--- config.mk ---
export PLATFORM = sky130hd
export DESIGN_NAME = fir_mac_sequencer
export DESIGN_NICKNAME = d
export VERILOG_FILES = /design/src/rtl/fir_mac_sequencer_pkg.sv /design/src/rtl/fir_mac_sequencer_tap_bank.sv /design/src/rtl/fir_mac_sequencer.sv
export SDC_FILE = /design/constraint.sdc
export NUM_CORES = 1
export LEC_CHECK = 0
export CAP_MARGIN = 20
export CORE_MARGIN = 2
export CORE_UTILIZATION = 49
export DETAILED_ROUTE_END_ITERATION = 8
export PLACE_DENSITY = 0.8
export REMOVE_ABC_BUFFERS = 1
export SLEW_MARGIN = 20
export SYNTH_ARGS = -nofsm -noshare
export SYNTH_HDL_FRONTEND = slang
export SYNTH_SLANG_ARGS = --single-unit
--- constraint.sdc ---
create_clock -name clk -period 1.9 [get_ports clk]
set_clock_uncertainty 0.05 [all_clocks]
set_input_delay 0.475 -clock clk [delete_from_list [all_inputs] [get_ports clk]]
set_output_delay 0.475 -clock clk [all_outputs]
set_load 0.01 [all_outputs]
--- src/rtl/fir_mac_sequencer_pkg.sv ---
// Shared types and constants for the FIR MAC sequencer and its tap bank.
package fir_pkg;

  localparam int DATA_W    = 16;
  localparam int ACC_W     = 32;
  localparam int MUL_LAT   = 1;
  localparam int ADD_LAT   = 1;
  localparam int DRAIN_LEN = MUL_LAT + ADD_LAT;

  typedef enum logic [1:0] {
    IDLE,
    ISSUE,
    DRAIN,
    OUT
  } state_t;

  // Clamp an unsigned accumulator value into the 16-bit output range.
  function automatic logic [DATA_W-1:0] sat_u16(input logic [ACC_W-1:0] v);
    if (v > ACC_W'({DATA_W{1'b1}}))
      return {DATA_W{1'b1}};
    else
      return v[DATA_W-1:0];
  endfunction

endpackage

--- src/rtl/fir_mac_sequencer_tap_bank.sv ---
// Sample delay line and coefficient register file, both read at the same tap index.
module fir_tap_bank
  import fir_pkg::*;
#(
  parameter int TAPS = 8,
  parameter int AW   = $clog2(TAPS)
) (
  input  logic              clk,
  input  logic              rst_n,
  input  logic              shift_en,
  input  logic [DATA_W-1:0] shift_data,
  input  logic              coef_we,
  input  logic [AW-1:0]     coef_addr,
  input  logic [DATA_W-1:0] coef_wdata,
  input  logic [AW-1:0]     rd_idx,
  output logic [DATA_W-1:0] rd_sample,
  output logic [DATA_W-1:0] rd_coef
);

  logic [DATA_W-1:0] x_q    [TAPS];
  logic [DATA_W-1:0] coef_q [TAPS];

  always_ff @(posedge clk or negedge rst_n) begin
    if (!rst_n) begin
      for (int i = 0; i < TAPS; i++) begin
        x_q[i]    <= '0;
        coef_q[i] <= '0;
      end
    end else begin
      if (shift_en) begin
        x_q[0] <= shift_data;
        for (int i = 1; i < TAPS; i++)
          x_q[i] <= x_q[i-1];
      end
      // Addresses beyond the last tap are ignored when TAPS is not a power of two.
      if (coef_we && (32'(coef_addr) < TAPS))
        coef_q[coef_addr] <= coef_wdata;
    end
  end

  assign rd_sample = x_q[rd_idx];
  assign rd_coef   = coef_q[rd_idx];

endmodule

--- src/rtl/fir_mac_sequencer.sv ---
// Sequences one FIR channel through an external registered multiplier/adder pair.
module fir_mac_sequencer
  import fir_pkg::*;
#(
  parameter int TAPS      = 8,
  parameter int OUT_SHIFT = 0
) (
  input  logic                     clk,
  input  logic                     rst_n,
  input  logic                     coef_we,
  input  logic [$clog2(TAPS)-1:0]  coef_addr,
  input  logic [DATA_W-1:0]        coef_wdata,
  input  logic                     in_valid,
  output logic                     in_ready,
  input  logic [DATA_W-1:0]        in_data,
  output logic                     out_valid,
  input  logic                     out_ready,
  output logic [DATA_W-1:0]        out_data,
  output logic [ACC_W-1:0]         out_acc,
  output logic                     busy,
  output logic [DATA_W-1:0]        mac_a,
  output logic [DATA_W-1:0]        mac_b,
  output logic [ACC_W-1:0]         mac_acc_in,
  input  logic [ACC_W-1:0]         mac_mult_result,
  input  logic [ACC_W-1:0]         mac_acc_out
);

  localparam int AW = $clog2(TAPS);
  localparam int DW = $clog2(DRAIN_LEN + 1);

  state_t            state;
  logic [AW-1:0]     k;
  logic [DW-1:0]     drain_cnt;
  logic [ACC_W-1:0]  out_acc_q;
  logic [DATA_W-1:0] out_data_q;
  logic [DATA_W-1:0] rd_sample;
  logic [DATA_W-1:0] rd_coef;
  logic              accept;
  logic              acc_en;

  assign accept = in_valid && (state == IDLE);

  fir_tap_bank #(.TAPS(TAPS), .AW(AW)) u_tap_bank (
    .clk        (clk),
    .rst_n      (rst_n),
    .shift_en   (accept),
    .shift_data (in_data),
    .coef_we    (coef_we && (state == IDLE)),
    .coef_addr  (coef_addr),
    .coef_wdata (coef_wdata),
    .rd_idx     (k),
    .rd_sample  (rd_sample),
    .rd_coef    (rd_coef)
  );

  // The output register is loaded on the last drain cycle, when the adder holds the full sum.
  always_ff @(posedge clk or negedge rst_n) begin
    if (!rst_n) begin
      state      <= IDLE;
      k          <= '0;
      drain_cnt  <= '0;
      out_acc_q  <= '0;
      out_data_q <= '0;
    end else begin
      case (state)
        IDLE: begin
          if (accept) begin
            state <= ISSUE;
            k     <= '0;
          end
        end
        ISSUE: begin
          if (k == AW'(TAPS - 1)) begin
            state     <= DRAIN;
            drain_cnt <= '0;
          end else begin
            k <= k + AW'(1);
          end
        end
        DRAIN: begin
          if (drain_cnt == DW'(DRAIN_LEN - 1)) begin
            out_acc_q  <= mac_acc_out;
            out_data_q <= sat_u16(mac_acc_out >> OUT_SHIFT);
            state      <= OUT;
          end else begin
            drain_cnt <= drain_cnt + DW'(1);
          end
        end
        OUT: begin
          if (out_ready)
            state <= IDLE;
        end
        default: state <= IDLE;
      endcase
    end
  end

  // Products p1..p(TAPS-1) land during ISSUE k>=2 and the first drain cycle; p0 starts from zero.
  assign acc_en = ((state == ISSUE) && (32'(k) >= 2)) ||
                  ((state == DRAIN) && (drain_cnt == '0));

  assign mac_acc_in = acc_en ? mac_acc_out : '0;
  assign mac_a      = (state == ISSUE) ? rd_sample : '0;
  assign mac_b      = (state == ISSUE) ? rd_coef   : '0;

  assign in_ready  = (state == IDLE);
  assign out_valid = (state == OUT);
  assign busy      = (state != IDLE);
  assign out_acc   = out_acc_q;
  assign out_data  = out_data_q;

endmodule

; Word-level counts from Yosys, hierarchy flattened
; Cells that the tools add are included.
[word_totals]
ff_bits = 311
in_bits = 104
out_inout_bits = 115
elab_cells = 80
[op_classes]
n_addsub = 2
magnitude_cmp = 5
n_eq_ne = 11
muxes = 24
n_bitwise = 2
n_reduce_logical = 15
[ops]
columns = cell, n
row1 = 128-bit bitwise mux, 1
row2 = 16-bit two-way mux, 8
row3 = 16-bit binary-select mux with 3-bit select, 2
row4 = 16-bit demux with 3-bit select, 1
row5 = "32-bit by 16-bit > comparator with 1-bit output, second input constant", 1
row6 = 32-bit two-way mux, 1
row7 = 2-bit two-way mux, 6
row8 = "4-bit greater-or-equal comparator, second input constant", 2
row9 = "2-bit inequality test, second input constant", 4
row10 = 3-bit NOT with 4-bit output, 2
row11 = 2-bit case mux with 4 select lines, 1
row12 = 3-bit two-way mux, 2
row13 = 3-bit case mux with 2 select lines, 1
row14 = 3-bit AND reduction, 2
row15 = 2-bit nonzero test, 3
row16 = 1-bit logical AND, 5
row17 = "2-bit by 1-bit equality test with 1-bit output, second input constant", 2
row18 = "2-bit equality test, second input constant", 2
row19 = 2-bit zero test, 2
row20 = "4-bit by 1-bit less-than comparator with 1-bit output, second input constant", 1
row21 = "2-bit by 1-bit inequality test with 1-bit output, second input constant", 2
row22 = 2-bit case mux with 2 select lines, 1
row23 = 4-bit AND reduction, 1
row24 = "3-bit by 1-bit adder with 3-bit output, second input constant", 1
row25 = other kinds (5), 5

; Depth between registers and ports, before layout
; Gate-level depths: netlist (run 1).
[depth]
word_depth = 6
ltp_mapped = 8

; Cells and area by module
; From an unflattened synthesis (run 1), not the netlist that was laid out.
[unflattened]
hier_cells = 968
area_unflattened_um2 = 14471.4
[by_module_without_submodules]
columns = module, n_inst, cells_per_inst, area_per_inst_um2, seq_area_each_um2
row1 = fir_tap_bank, 1, 663, 11685.0, 6406.1
row2 = fir_mac_sequencer, 1, 305, 2786.4, 1376.3

; Worst setup path before layout (run 1)
; No wires, ideal clock.
[synth_timing]
path_type = reg2out
start = reg k[1]
end = out mac_b[1]
arrival_time_ns = 1.544
slack_ns = -0.169
stages_incl_launch_ff = 5
path_buffers = 2
cell_sequence = dfrtp_1 -> buf_2 -> buf_2 -> mux4_2 -> o21a_1
[synth_via]
elab_chain_len = 5
[synth_rtl]
columns = item, line
row1 = start: declaration, fir_mac_sequencer.sv:32  ; logic [AW-1:0] k;
row2 = start signal: assignment, fir_mac_sequencer.sv:77  ; k <= k + AW'(1);
row3 = 3-bit NOT with 4-bit output (implied by the code), fir_mac_sequencer_tap_bank.sv:42  ; assign rd_coef = coef_q[rd_idx];
row4 = 16-bit binary-select mux with 3-bit select, fir_mac_sequencer_tap_bank.sv:42
row5 = 16-bit two-way mux (implied by the code) (2 in series), fir_mac_sequencer_tap_bank.sv:42
row6 = 16-bit two-way mux, fir_mac_sequencer.sv:104  ; assign mac_b = (state == ISSUE) ? rd_coef : '0;
row7 = end: declaration, fir_mac_sequencer.sv:22  ; output logic [DATA_W-1:0] mac_b,
; Every way passes these cells. The select of a mux whose other input is x is not followed.

; Worst setup path after layout (run 1)
[layout_timing]
start = reg k[2]
end = out mac_b[1]
; Same word-level chain as after synthesis.

==> results of run 1 <==
## final timing paths
check | from | cells past startpoint | to | slack (ns)
max in group asynchronous | rst_n | 3 | u_tap_bank.x_q[124]$_DFFE_PN0P_ | 0.65
worst max register to register | k[1]$_DFFE_PN0P_ | 9 | k[2]$_DFFE_PN0P_ | -0.24
worst min-delay path | rst_n | 2 | u_tap_bank.x_q[74]$_DFFE_PN0P_ | 0.39
worst max-delay path | k[2]$_DFFE_PN0P_ | 7 | mac_b[1] | -0.83
min in group clk | out_acc[3]$_DFFE_PN0P_ | 2 | out_acc[3]$_DFFE_PN0P_ | 0.42
worst min register to register | out_acc[3]$_DFFE_PN0P_ | 2 | out_acc[3]$_DFFE_PN0P_ | 0.42
## per-layer routing
layer	track usage	share of wire	vias to the layer above	wire length, um
li1	-	-	4589	-
met1	0.336	0.38	5681	17800
met2	0.452	0.49	588	23300
met3	0.0638	0.082	168	3880
met4	0.131	0.050	0	2370
met5	0	0	-	0
## sequential cells by signal, indices dropped and copies added, names as in the netlist
name               count
u_tap_bank.coef_q    128
u_tap_bank.x_q       128
out_acc               32
out_data              16
k                      3
drain_cnt              2
state                  2
## layout make-up
| class | instances | area (um^2) |
|---|---|---|
| antenna | 3 | 7.51 |
| tap | 384 | 480 |
| fill | 1655 | 7480 |
| inverter | 9 | 37.5 |
| clock inverter | 12 | 153 |
| multi-input combinational | 668 | 7130 |
| clock buffer | 52 | 1020 |
| sequential | 311 | 7790 |
| timing repair buffer | 431 | 4610 |
## kinds of logic (layout without fill, tap and decap cells)
logic type | count (synthesis) | count (layout)
compound gates | 95 | 95
fa+ha+maj | 8 | 8
other cells | 0 | 3
mux | 355 | 355
buf+inv | 78 | 504
simple gates | 206 | 210
flops | 311 | 311
## synthesized netlist by cell type, types with 2 or more instances
cell type,n
nor2_1,37
clkbuf_1,28
dfrtp_1,311
nand2_1,106
and2_1,33
buf_2,36
buf_6,3
o21ai_0,7
nand2b_1,4
nor2b_1,7
a21oi_1,17
or3_1,2
clkinv_1,2
nand3b_1,2
nor4_1,4
mux2_2,238
mux2_4,20
nor2_2,6
o21a_1,31
ha_1,8
mux2i_1,65
mux4_2,32
buf_12,2
inv_1,7
a221oi_1,31
## worst max-delay path: cells and delay by family, from the launching register on
family	cells	cell delay [ns]
mux	1	0.15
compound gates	2	0.45
buf+inv	4	0.56
flops	1	0.51
## metrics by stage
step	TNS, ns	util	power (mW)	area [um^2]	worst slack, ns
after CTS	-74.28	0.705	34.0	20200	-0.804
after global placement	-95.75	0.629	24.8	18100	-0.804
final	-74.92	0.739	37.4	21200	-0.829
after floorplan	-497.08	-	18.9	13900	-2.56
after global routing	-88.99	0.739	38.8	21200	-0.894
after detailed placement	-105.15	0.629	25.4	18100	-0.755
## report_power, final
part / switching [mW] / internal (mW) / leakage [nW] / total [mW]
combinational: 7.63 / 10.7 / 5.40 / 18.4
sequential: 2.33 / 9.71 / 3.86 / 12.0
clock: 2.83 / 4.15 / 0.576 / 6.98
## timing repair
action,4_1_cts,5_1_grt
gates cloned,10,13
pin swaps,46,26
resized for setup,431,178
endpoints found under the setup margin,377,377
setup buffers,34,14
hold endpoints to repair,37,0
hold buffers,1,0
==> flow_summary.yaml, run 1 <==
outcome:
  status: "complete, but fails checks"
  violations: "negative setup slack"
routing:
  drt-pass1-iter-count: 5
  drt_iter0_markers: 799
  viasPerCell: 5.90
  drc: 0
  ant_nets: 0
  wl_per_cell_um: 25.3
  dr_total_vias: 11000
  wirelength_um: 47300
global_route:
  track_usage: 0.272
  grt_max_degree: 59
  antenna_found_initial: 4
  grt_pass1_vias: 11600
  grt_pass1_wl_um: 64700
  grt-ovfl-total: 0
yosys:
  yosysWarnings: 0
  synthAdderAreaFrac: 0.00700
  yosysTopAreaCellShare: 0.544
  synth_xor_area_frac: 0
  synth-edff-count: 0
  yosysUniqueCellTypes: 39
  synth_top_family_by_area: "multiplexers"
  avgSynthCellArea_um2: 13.6
  syn_inst: 1053
  ys_async_sr_fraction: 1.00
  synth.largest_area_cell: "dfrtp_1"
  synthMuxAreaShare: 0.304
  ys_ff_latch: 311
  synth_area_mm2: 0.0143
  synth_area_leaders: "dfrtp_1 (54%), mux2_2 (19%), mux4_2 (5.0%)"
  yosysSeqAreaShare: 0.544
  synth_ff_type: "dfrtp_1"
  synthSimpleGateAreaFrac: 0.0674
  synth_compound_area_frac: 0.0496
worst_setup_path:
  cp.arrival_ns: 2.20
  start_kind: "flop"
  path_class: "flop to output pin"
  cp_max_fo: 6
  crit_path_end_kind: "output pin"
  slowest_delay_ns: 0.51
  crit_slowest_cell: "dfrtp_4"
  crit_required_ns: 1.37
  crit_path_cell_trace: "buf_12 -> buf_12 -> buf_6 -> mux2i_2 -> a221oi_2 -> o21a_1 -> buf_2"
  crit_top_cell: "buf_12"
sta:
  final.min_clock_period_ns: 2.73
  final-hold-violation-count: 0
  timing.final.crit_share: 1.44
  hold-worst-slack_ns: 0.386
  rsz0062_at_grt: "yes"
  maxSlewHeadroom: 0.275
  tightest_slew_ns: 1.09
  slew_viol_final: 0
  setup_viol: 353
  fmax_ghz: 0.366
  layout_setup_ws_ns: -0.829
placed_design:
  io_buffers: 186
  globalplace.congestion: 0.827
  hpwlAfterDp_um: 23100
  dp_cells: 1738
hold_path:
  hold_class: "input port to async pin"
clocking:
  htree_levels: 2
  cts_tree: "yes"
  cts_made_buffers: 35
  cts.sinks: 311
  clockBufferDepth: 3
  cts_root_buffer: "clkbuf_16"
  path_clk_slew_ns: 0.06
  worstSkewPairLatency_ns: 0.53
cells_and_area:
  fin_nets: 1568
  synthToLayoutAreaGrowth_pct: 48.4
  layout.cells.non_filler: 1870
  final_common_cell: "dfrtp_1"
  drive_above_1_share: 0.514
  layout_common_cells: "dfrtp_1 (308), buf_4 (155), mux2_4 (143)"
pwr:
  powerDensity_mw_per_mm2: 1760
  leakagePower_nw: 9.83
  peakVddDrop_mv: 0.937
floorplan:
  die_h_um: 175
  boundaryPins: 219
  die_w_um: 175
  coreArea_mm2: 0.0287
  initial_core_util: 0.498
  die-area_mm2: 0.0306
  row_count: 62
job:
  cap_viol_max_count: 0
Power figures use the tool's default switching activity.
==> inputs of run 2 (changes only) <==
--- a/config.mk
+++ b/config.mk
@@ -5,11 +5,12 @@
 export SDC_FILE = /design/constraint.sdc
 export NUM_CORES = 1
 export LEC_CHECK = 0
+export ABC_AREA = 1
 export CAP_MARGIN = 20
 export CORE_MARGIN = 2
-export CORE_UTILIZATION = 49
+export CORE_UTILIZATION = 50
 export DETAILED_ROUTE_END_ITERATION = 8
-export PLACE_DENSITY = 0.8
+export PLACE_DENSITY = 0.81
 export REMOVE_ABC_BUFFERS = 1
 export SLEW_MARGIN = 20
 export SYNTH_ARGS = -nofsm -noshare
==> run 2 against run 1 <==
  * The flow still finishes with violations (negative setup slack)
  * Die area increased by 3.7%
  * Sequential share of layout area increased by 1.3 points
  * Cell area decreased by 3.4%
  * Largest power group unchanged
==> flow_summary.yaml, run 2 <==
pwr:
  power_mw: 35.1
  leakagePower_nw: 10.4
  peakVddDrop_mv: 1.12
  powerDensity_mw_per_mm2: 1710
clocking:
  path_clk_slew_ns: 0.06
  cts.sinks: 311
  cts_made_buffers: 35
  htree_levels: 2
  worstSkewPairLatency_ns: 0.51
  cts_tree: "yes"
  clockBufferDepth: 3
  cts_root_buffer: "clkbuf_16"
global_route:
  grt-ovfl-total: 0
  use_met1: 0.337
  grt_pass1_vias: 13700
  gr-usage-met2: 0.449
  grt_pass1_wl_um: 66800
  track_usage: 0.259
  grt_max_degree: 61
  busiest_layer: "met2"
  antenna_found_initial: 0
  grt_use_met3: 0.0326
floorplan:
  boundaryPins: 219
  die-area_mm2: 0.0317
  die_h_um: 178
  coreArea_mm2: 0.0297
  die_w_um: 178
  initial_core_util: 0.510
  row_count: 63
cells_and_area:
  layout.cells.non_filler: 2738
  utilization: 0.690
  fin_nets: 2436
  n_fill_cell: 2199
  final_common_cell: "nand2_1"
  antenna_cells: 0
  synthToLayoutAreaGrowth_pct: 35.4
  layout_common_cells: "nand2_1 (561), inv_1 (334), dfrtp_1 (307)"
  drive_above_1_share: 0.200
placed_design:
  hpwlAfterDp_um: 25600
  dp_cells: 2638
  globalplace.congestion: 0.854
  io_buffers: 186
routing:
  viasPerCell: 5.17
  drt_iter0_markers: 1277
  ant_nets: 0
  wirelength_um: 42500
  wl_per_cell_um: 15.5
  dr_total_vias: 14200
  drt-pass1-iter-count: 5
  drc: 0
sta:
  final-hold-violation-count: 0
  tightest_slew_ns: 0.401
  maxSlewHeadroom: 0.733
  hold-worst-slack_ns: 0.409
  rsz0062_at_grt: "yes"
  timing.final.crit_share: 1.35
  slew_viol_final: 0
  fmax_ghz: 0.391
  layout_setup_ws_ns: -0.660
  final.min_clock_period_ns: 2.56
  setup_viol: 73
yosys:
  synth_area_leaders: "dfrtp_1 (51%), nand2_1 (15%), inv_1 (8.4%)"
  yosysUniqueCellTypes: 20
  synth_ff_type: "dfrtp_1"
  yosysSeqAreaShare: 0.514
  synth_commonest_cells: "nand2_1 (611), inv_1 (339), dfrtp_1 (311)"
  synth_area_mm2: 0.0151
  synth.largest_area_cell: "dfrtp_1"
  synth.most_common_cell: "nand2_1"
  yosysTopAreaCellShare: 0.514
  yosysWarnings: 0
  syn_inst: 2051
  ys_async_sr_fraction: 1.00
  synth-edff-count: 0
  ys_ff_latch: 311
  avgSynthCellArea_um2: 7.39
job:
  cap_viol_max_count: 0
worst_setup_path:
  path_class: "flop to output pin"
  crit_required_ns: 1.37
  start_kind: "flop"
  crit_path_end_kind: "output pin"
  reg2reg_depth: 9
  cp.arrival_ns: 2.03
  cp_max_fo: 6
outcome:
  status: "complete, but fails checks"
  violations: "negative setup slack"
hold_path:
  hold_class: "input port to async pin"
==> run 2: kinds of logic (layout without fill, tap and decap cells) <==
kind of cell / Yosys count / in the layout / synth area share
buf+inv: 458 / 755 / 0.120
compound gates: 283 / 283 / 0.0937
flops: 311 / 311 / 0.514
fa+ha+maj: 8 / 8 / 0.00661
simple gates: 991 / 991 / 0.266
==> run 2: worst paths after layout <==
| kind | end | slack [ns] | startpoint |
|---|---|---|---|
| max | mac_acc_in[27] | -0.66 | state[0]$_DFFE_PN0P_ |
| min | u_tap_bank.x_q[59]$_DFFE_PN0P_ | 0.41 | rst_n |
| max reg2reg | state[1]$_DFFE_PN0P_ | -0.19 | k[0]$_DFFE_PN0P_ |
| min reg2reg | out_acc[17]$_DFFE_PN0P_ | 0.43 | out_acc[17]$_DFFE_PN0P_ |
| max in group asynchronous | u_tap_bank.x_q[19]$_DFFE_PN0P_ | 0.72 | rst_n |
| min in group clk | out_acc[17]$_DFFE_PN0P_ | 0.43 | out_acc[17]$_DFFE_PN0P_ |
==> run 2: area by class of cell <==
| class | instances | area, um^2 | area share |
|---|---|---|---|
| tap | 390 | 488 | 0.0238 |
| multi-input combinational | 1282 | 6190 | 0.302 |
| clock inverter | 9 | 70.1 | 0.00342 |
| inverter | 340 | 1300 | 0.0632 |
| clock buffer | 52 | 1050 | 0.0513 |
| timing repair buffer | 354 | 3620 | 0.176 |
| sequential | 311 | 7790 | 0.380 |
==> run 2: critical path, cell delays in order (launching register included) <==
cell and delay [ns]:
dfrtp_2 0.45, ha_4 0.19, inv_4 0.07, a21oi_4 0.04, a21oi_4 0.20, buf_6 0.17
buf_16 0.15, buf_6 0.11, nor2_4 0.03, buf_6 0.11
==> run 2: repair_timing <==
action / 4_1_cts / 5_1_grt
gates resized for setup: 437 / 154
endpoints found under the setup margin: 123 / 221
buffers inserted: 24 / 10
hold endpoints to repair: 33 / 0
hold buffers: 1 / 0
pin swaps: 25 / 59
cloned: 8 / 3
==> run 2: where the power goes <==
group / switching, mW / leakage [nW] / internal (mW)
Clock: 2.65 / 0.561 / 3.96
Sequential: 1.62 / 3.86 / 9.58
Combinational: 9.80 / 6.02 / 7.49
==> run 2: layer usage <==
metal / vias up / wire length, um
met5: - / 0
met4: 0 / 1270
met3: 97 / 2490
met2: 464 / 21700
met1: 6812 / 17000
li1: 6786 / -
==> run 2: metrics by stage <==
stage                     instance area, um^2  setup slack [ns]  setup TNS [ns]
after floorplan                         14600             -3.86         -584.18
after CTS                               19900            -0.688          -36.15
after detailed placement                18300            -0.581          -25.76
final                                   20500            -0.660          -36.19
after global routing                    20500            -0.742          -41.02
after global placement                  18300            -0.574          -24.72
